<file path="config.mk">
export PLATFORM = sky130hd
export DESIGN_NAME = mem_lsu
export DESIGN_NICKNAME = d
export VERILOG_FILES = /design/src/rtl/rv32i_types.sv /design/src/rtl/lsu_align.sv /design/src/rtl/mem_lsu.sv
export SDC_FILE = /design/constraint.sdc
export NUM_CORES = 1
export LEC_CHECK = 0
export CAP_MARGIN = 20
export CORE_ASPECT_RATIO = 1.5
export CORE_UTILIZATION = 38
export DETAILED_ROUTE_END_ITERATION = 10
export GPL_TIMING_DRIVEN = 0
export MAX_ROUTING_LAYER = met4
export PLACE_DENSITY = 0.76
export SYNTH_ARGS = -nofsm -noshare
export SYNTH_HDL_FRONTEND = slang
export SYNTH_SLANG_ARGS = --single-unit
</file>
<file path="constraint.sdc">
create_clock -name clk -period 1.75 [get_ports clk]
set_clock_uncertainty 0.15 [all_clocks]
set_input_delay 0.35 -clock clk [delete_from_list [all_inputs] [get_ports clk]]
set_output_delay 0.35 -clock clk [all_outputs]
set_load 0.05 [all_outputs]
</file>
<file path="src/rtl/rv32i_types.sv">
// ============================================================================
// Package : rv32i_types
// Brief   : Shared RV32I types plus the load/store unit state and fault codes.
// Revision: 1.0  initial release
// ============================================================================
`default_nettype none

package rv32i_types;

    typedef logic [31:0] rv32i_word;
    typedef logic [3:0]  rv32i_mem_wmask;

    typedef enum logic [6:0] {
        op_lui   = 7'b0110111,
        op_auipc = 7'b0010111,
        op_jal   = 7'b1101111,
        op_jalr  = 7'b1100111,
        op_br    = 7'b1100011,
        op_load  = 7'b0000011,
        op_store = 7'b0100011,
        op_imm   = 7'b0010011,
        op_reg   = 7'b0110011,
        op_csr   = 7'b1110011
    } rv32i_opcode;

    typedef enum logic [2:0] {
        lb  = 3'b000,
        lh  = 3'b001,
        lw  = 3'b010,
        lbu = 3'b100,
        lhu = 3'b101
    } load_funct3_t;

    typedef enum logic [2:0] {
        sb = 3'b000,
        sh = 3'b001,
        sw = 3'b010
    } store_funct3_t;

    typedef enum logic [1:0] {
        IDLE   = 2'b00,
        ACCESS = 2'b01,
        DONE   = 2'b10
    } lsu_state_t;

    typedef enum logic [1:0] {
        F_OK       = 2'b00,
        F_MISALIGN = 2'b01,
        F_ILLEGAL  = 2'b10,
        F_TIMEOUT  = 2'b11
    } lsu_fault_t;

endpackage

`default_nettype wire

</file>
<file path="src/rtl/lsu_align.sv">
// ============================================================================
// Module  : lsu_align
// Brief   : Store lane formatting, fault classification and load extension.
// Revision: 1.0  initial release
// ============================================================================
`default_nettype none

module lsu_align
    import rv32i_types::*;
(
    input  logic [6:0]     opcode,
    input  logic [2:0]     funct3,
    input  logic [1:0]     offset,
    input  rv32i_word      wdata,
    input  logic [2:0]     ld_funct3,
    input  logic [1:0]     ld_offset,
    input  rv32i_word      rdata,
    output logic           is_store,
    output logic [1:0]     fault,
    output rv32i_word      mem_wdata,
    output rv32i_mem_wmask byte_enable,
    output rv32i_word      load_data
);

    logic [7:0]  w_byte;
    logic [15:0] w_half;

    // Illegal encodings are classified before alignment is considered.
    always_comb begin
        is_store    = (opcode == op_store);
        fault       = F_OK;
        mem_wdata   = wdata;
        byte_enable = 4'b1111;
        if (opcode == op_load) begin
            case (funct3)
                lw:       if (offset != 2'b00) fault = F_MISALIGN;
                lh, lhu:  if (offset[0])       fault = F_MISALIGN;
                lb, lbu:  fault = F_OK;
                default:  fault = F_ILLEGAL;
            endcase
        end else if (opcode == op_store) begin
            case (funct3)
                sb: begin
                    mem_wdata   = {4{wdata[7:0]}};
                    byte_enable = 4'b0001 << offset;
                end
                sh: begin
                    mem_wdata   = {2{wdata[15:0]}};
                    byte_enable = 4'b0011 << offset;
                    if (offset[0]) fault = F_MISALIGN;
                end
                sw:      if (offset != 2'b00) fault = F_MISALIGN;
                default: fault = F_ILLEGAL;
            endcase
        end else begin
            fault = F_ILLEGAL;
        end
    end

    always_comb begin
        case (ld_offset)
            2'd0:    w_byte = rdata[7:0];
            2'd1:    w_byte = rdata[15:8];
            2'd2:    w_byte = rdata[23:16];
            default: w_byte = rdata[31:24];
        endcase
        w_half = ld_offset[1] ? rdata[31:16] : rdata[15:0];
        case (ld_funct3)
            lb:      load_data = {{24{w_byte[7]}}, w_byte};
            lbu:     load_data = {24'd0, w_byte};
            lh:      load_data = {{16{w_half[15]}}, w_half};
            lhu:     load_data = {16'd0, w_half};
            default: load_data = rdata;
        endcase
    end

endmodule

`default_nettype wire

</file>
<file path="src/rtl/mem_lsu.sv">
// ============================================================================
// Module  : mem_lsu
// Brief   : RV32I memory-stage load/store unit with response timeout.
// Revision: 1.0  initial release
// ============================================================================
`default_nettype none

module mem_lsu
    import rv32i_types::*;
#(
    parameter int unsigned RESP_TIMEOUT = 0
)(
    input  logic        clk,
    input  logic        rst,
    input  logic        req_valid,
    output logic        req_ready,
    input  logic [6:0]  req_opcode,
    input  logic [2:0]  req_funct3,
    input  logic [31:0] req_addr,
    input  logic [31:0] req_wdata,
    input  logic [4:0]  req_rd,
    output logic        rsp_valid,
    output logic [4:0]  rsp_rd,
    output logic [31:0] rsp_data,
    output logic [1:0]  rsp_fault,
    output logic        dmem_read,
    output logic        dmem_write,
    output logic [31:0] dmem_address,
    output logic [31:0] dmem_wdata,
    output logic [3:0]  dmem_byte_enable,
    input  logic [31:0] dmem_rdata,
    input  logic        dmem_resp
);

    localparam logic [31:0] c_timeout = 32'(RESP_TIMEOUT);

    lsu_state_t     r_state;
    lsu_state_t     w_state_next;
    logic [2:0]     r_funct3;
    logic [1:0]     r_offset;
    logic           r_is_store;
    logic [4:0]     r_rd;
    logic [31:0]    r_cnt;
    rv32i_word      r_address;
    rv32i_word      r_wdata;
    rv32i_mem_wmask r_be;
    logic [4:0]     r_rsp_rd;
    rv32i_word      r_rsp_data;
    logic [1:0]     r_rsp_fault;

    logic           w_is_store;
    logic [1:0]     w_fault;
    rv32i_word      w_mem_wdata;
    rv32i_mem_wmask w_be;
    rv32i_word      w_load_data;
    logic           w_accept;
    logic           w_timeout;

    lsu_align u_align (
        .opcode      (req_opcode),
        .funct3      (req_funct3),
        .offset      (req_addr[1:0]),
        .wdata       (req_wdata),
        .ld_funct3   (r_funct3),
        .ld_offset   (r_offset),
        .rdata       (dmem_rdata),
        .is_store    (w_is_store),
        .fault       (w_fault),
        .mem_wdata   (w_mem_wdata),
        .byte_enable (w_be),
        .load_data   (w_load_data)
    );

    always_comb begin
        w_state_next = r_state;
        w_accept     = req_valid && (r_state == IDLE);
        // r_cnt counts completed wait cycles, so the limit trips on the last one.
        w_timeout    = (c_timeout != 32'd0) && ((r_cnt + 32'd1) == c_timeout);
        case (r_state)
            IDLE:    if (req_valid) w_state_next = (w_fault == F_OK) ? ACCESS : DONE;
            ACCESS:  if (dmem_resp || w_timeout) w_state_next = DONE;
            DONE:    w_state_next = IDLE;
            default: w_state_next = IDLE;
        endcase
    end

    always_ff @(posedge clk) begin
        if (rst) begin
            r_state     <= IDLE;
            r_funct3    <= 3'd0;
            r_offset    <= 2'd0;
            r_is_store  <= 1'b0;
            r_rd        <= 5'd0;
            r_cnt       <= 32'd0;
            r_address   <= 32'd0;
            r_wdata     <= 32'd0;
            r_be        <= 4'd0;
            r_rsp_rd    <= 5'd0;
            r_rsp_data  <= 32'd0;
            r_rsp_fault <= F_OK;
        end else begin
            r_state <= w_state_next;
            if (w_accept) begin
                r_funct3   <= req_funct3;
                r_offset   <= req_addr[1:0];
                r_is_store <= w_is_store;
                r_rd       <= req_rd;
                r_cnt      <= 32'd0;
                r_address  <= {req_addr[31:2], 2'b00};
                r_wdata    <= w_mem_wdata;
                r_be       <= w_be;
                if (w_fault != F_OK) begin
                    r_rsp_rd    <= req_rd;
                    r_rsp_data  <= 32'd0;
                    r_rsp_fault <= w_fault;
                end
            end
            // A response in the final wait cycle wins over the timeout.
            if (r_state == ACCESS) begin
                if (dmem_resp) begin
                    r_rsp_rd    <= r_rd;
                    r_rsp_data  <= r_is_store ? 32'd0 : w_load_data;
                    r_rsp_fault <= F_OK;
                end else if (w_timeout) begin
                    r_rsp_rd    <= r_rd;
                    r_rsp_data  <= 32'd0;
                    r_rsp_fault <= F_TIMEOUT;
                end else begin
                    r_cnt <= r_cnt + 32'd1;
                end
            end
        end
    end

    assign req_ready        = (r_state == IDLE);
    assign rsp_valid        = (r_state == DONE);
    assign rsp_rd           = r_rsp_rd;
    assign rsp_data         = r_rsp_data;
    assign rsp_fault        = r_rsp_fault;
    assign dmem_read        = (r_state == ACCESS) && !r_is_store;
    assign dmem_write       = (r_state == ACCESS) && r_is_store;
    assign dmem_address     = r_address;
    assign dmem_wdata       = r_wdata;
    assign dmem_byte_enable = r_be;

endmodule

`default_nettype wire

</file>
==> flow_summary.toml <==
[status]
status = "complete, but fails checks"
failed_checks = "setup timing"

[sta]
final_hold_viol_count = 0
fin_ws_ps = -40.1
finalSetupViolCount = 15
slew_violations = 0
rsz0062_at_grt = "yes"
max_freq_mhz = 559
slew_headroom_pct = 58.7
tightest_slew_ps = 620
finalCriticalPeriod_ps = 1790
finalCritPeriodShare_pct = 102

[power_and_ir_drop]
p_per_area_nw_per_um2 = 945
power.leakage_uw = 0.00338
irDropWorstVdd_mv = 0.651

[logic_synthesis]
ys_types = 46
syn_avg_cell_area_um2 = 8.15
synth_edf_count = 0
syn_inst = 630
synthArstFlopShare_pct = 0
synth_area_um2 = 5130
synth-warning-count = 0
yosys_register_bits = 118
synthFlopType = "dfxtp_1"
yosysSeqAreaShare_pct = 46.0

[final_layout]
drive_gt1_share_pct = 26.5
final_common_cell = "nand2_1"
final_cells = 1061
area_delta_synth_final_pct = 67.6
most-common-layout-cells = "155 x nand2_1, 113 x dfxtp_1, 98 x clkdlybuf4s50_1"
finalNetCount = 1003

[die]
die_h_um = 144
die_x_um = 96.9
core_area_um2 = 13100
die-area_um2 = 14000
start_util_pct = 39.3
io_pins = 226
fp-row-count = 51

[clocking]
insertion_delay_ps = 410
cts_made_buffers = 17
hold_buffers = 0
clk_pin_slew_ps = 60
clkSinkCount = 118
root_buffer = "clkbuf_16"
cts_tree = "built"
ctsHtreeMaxLevel = 4
clockBufferDepth = 2

[place]
pre_cts_ws_ps = -771
portBuffers = 223
placedCellCount = 1013
place_congestion = 0.853
dpl.hpwl_um = 12500

[drt]
vias = 5501
wire_per_inst_um = 16.6
drcViolationCount = 0
ant_nets = 0
wirelength_um = 17600
viasPerCell = 5.18
dr.pass1.iters = 5
drt_iter0_markers = 248

[worst_setup_path]
startpoint_type = "flip-flop"
cp.required_ps = 1900
cp_max_fo = 8
arrival_ps = 1940
crit_path_end_kind = "flip-flop"
critPathKind = "reg -> reg"

[grt]
grt_antenna_before_repair = 1
grt_pass1_wl_um = 27300
grt-ovfl-total = 0
grt_max_degree = 17
grt_pass1_vias = 5411
track_usage_pct = 25.5

[job]
maxCapViolCount = 0

[worst_hold_path]
hold_path.class = "in -> reg"
per-stage QoR:
stage	hold slack, ps	total power (uW)	setup TNS (ps)	area (um^2)	util [%]
2_1_floorplan	287	3820	-1420	5170	-
3_5_place_dp	286	4500	-67250	7600	58.1
3_3_place_gp	283	4490	-65640	7600	58.1
4_1_cts	255	8150	-417	8580	65.6
6_report	179	8130	-249	8600	65.8
5_1_grt	188	8440	-749	8600	65.8
synth_stat cells (all sizes together) (3+ instances only):
cell / instances / area [um^2]
a31oi: 7 / 43.8
a311oi: 14 / 123
a21oi: 70 / 358
nand2b: 27 / 169
mux2i: 7 / 70.1
nand2: 155 / 582
nor2: 36 / 135
nand3: 5 / 25.0
o21bai: 16 / 120
clkbuf: 27 / 101
nor3: 16 / 85.1
a211oi: 3 / 22.5
inv: 7 / 26.3
and2: 3 / 18.8
nor2b: 3 / 18.8
a22o: 17 / 149
buf: 24 / 145
dfxtp: 118 / 2360
o21ai: 32 / 164
mux2: 9 / 101
o2bb2ai: 7 / 61.3
a32o: 8 / 80.1
critical path: stages (launching register included):
cell,delay [ps]
dfxtp_2,350
mux4_2,530
a21oi_4,290
o21ai_1,110
a32o_1,250
power by group:
part           switching (uW)  leakage (uW)  internal, uW
Sequential               71.9      0.000968          2820
Combinational             972       0.00212           632
Clock                    1310      0.000293          2330
Total                    2360       0.00338          5780
final cells by class:
type                    count  area (um^2)
multi-input cells         455         2650
plain buffers              50          328
well taps                 159          199
fillers                  1079         4480
inverters                   7         28.8
repair buffers            239         2400
clock inverters            13          170
clock buffers              19          453
diodes                      1         2.50
flip-flops and latches    118         2380
registers in the layout (all words and copies together) (netlist names):
name,flops
dmem_address,30
r_funct3,3
rsp_data,32
r_state,2
r_rd,5
r_offset,2
rsp_rd,5
dmem_byte_enable,4
rsp_fault,2
r_is_store,1
dmem_wdata,32
path summary, 6_finish.rpt:
check                from  depth (start not counted)  slack (ps)           end
min reg2reg  rsp_fault[0]                          2         290  rsp_fault[0]
max           r_offset[1]                          4         -40  rsp_data[15]
min           req_addr[0]                          3         180   r_offset[0]
max reg2reg   r_offset[1]                          4         -40  rsp_data[15]
repair_timing:
action | CTS | global route
gates cloned | 3 | 0
endpoints found under the setup margin | 216 | 124
pin swaps | 15 | 16
gates resized for setup | 382 | 70
buffers inserted | 11 | 3
routing by layer:
layer  global-route usage (%)  vias up  part of all wire (%)
li1                         -     2708                     -
met1                     28.1     2527                    40
met2                     43.3      215                    51
met3                     4.59       51                   4.8
met4                     15.3        0                   4.6
met5                        -        -                     0
kinds of logic after synthesis:
logic type	synth area share [%]
AND/OR/NAND/NOR	21.1
flip-flops	46.0
multiplexers	3.85
other	0.0730
AO/OA/AOI/OAI	23.7
buffers and inverters	5.31
Note: power is estimated with default switching activity, not from simulation.
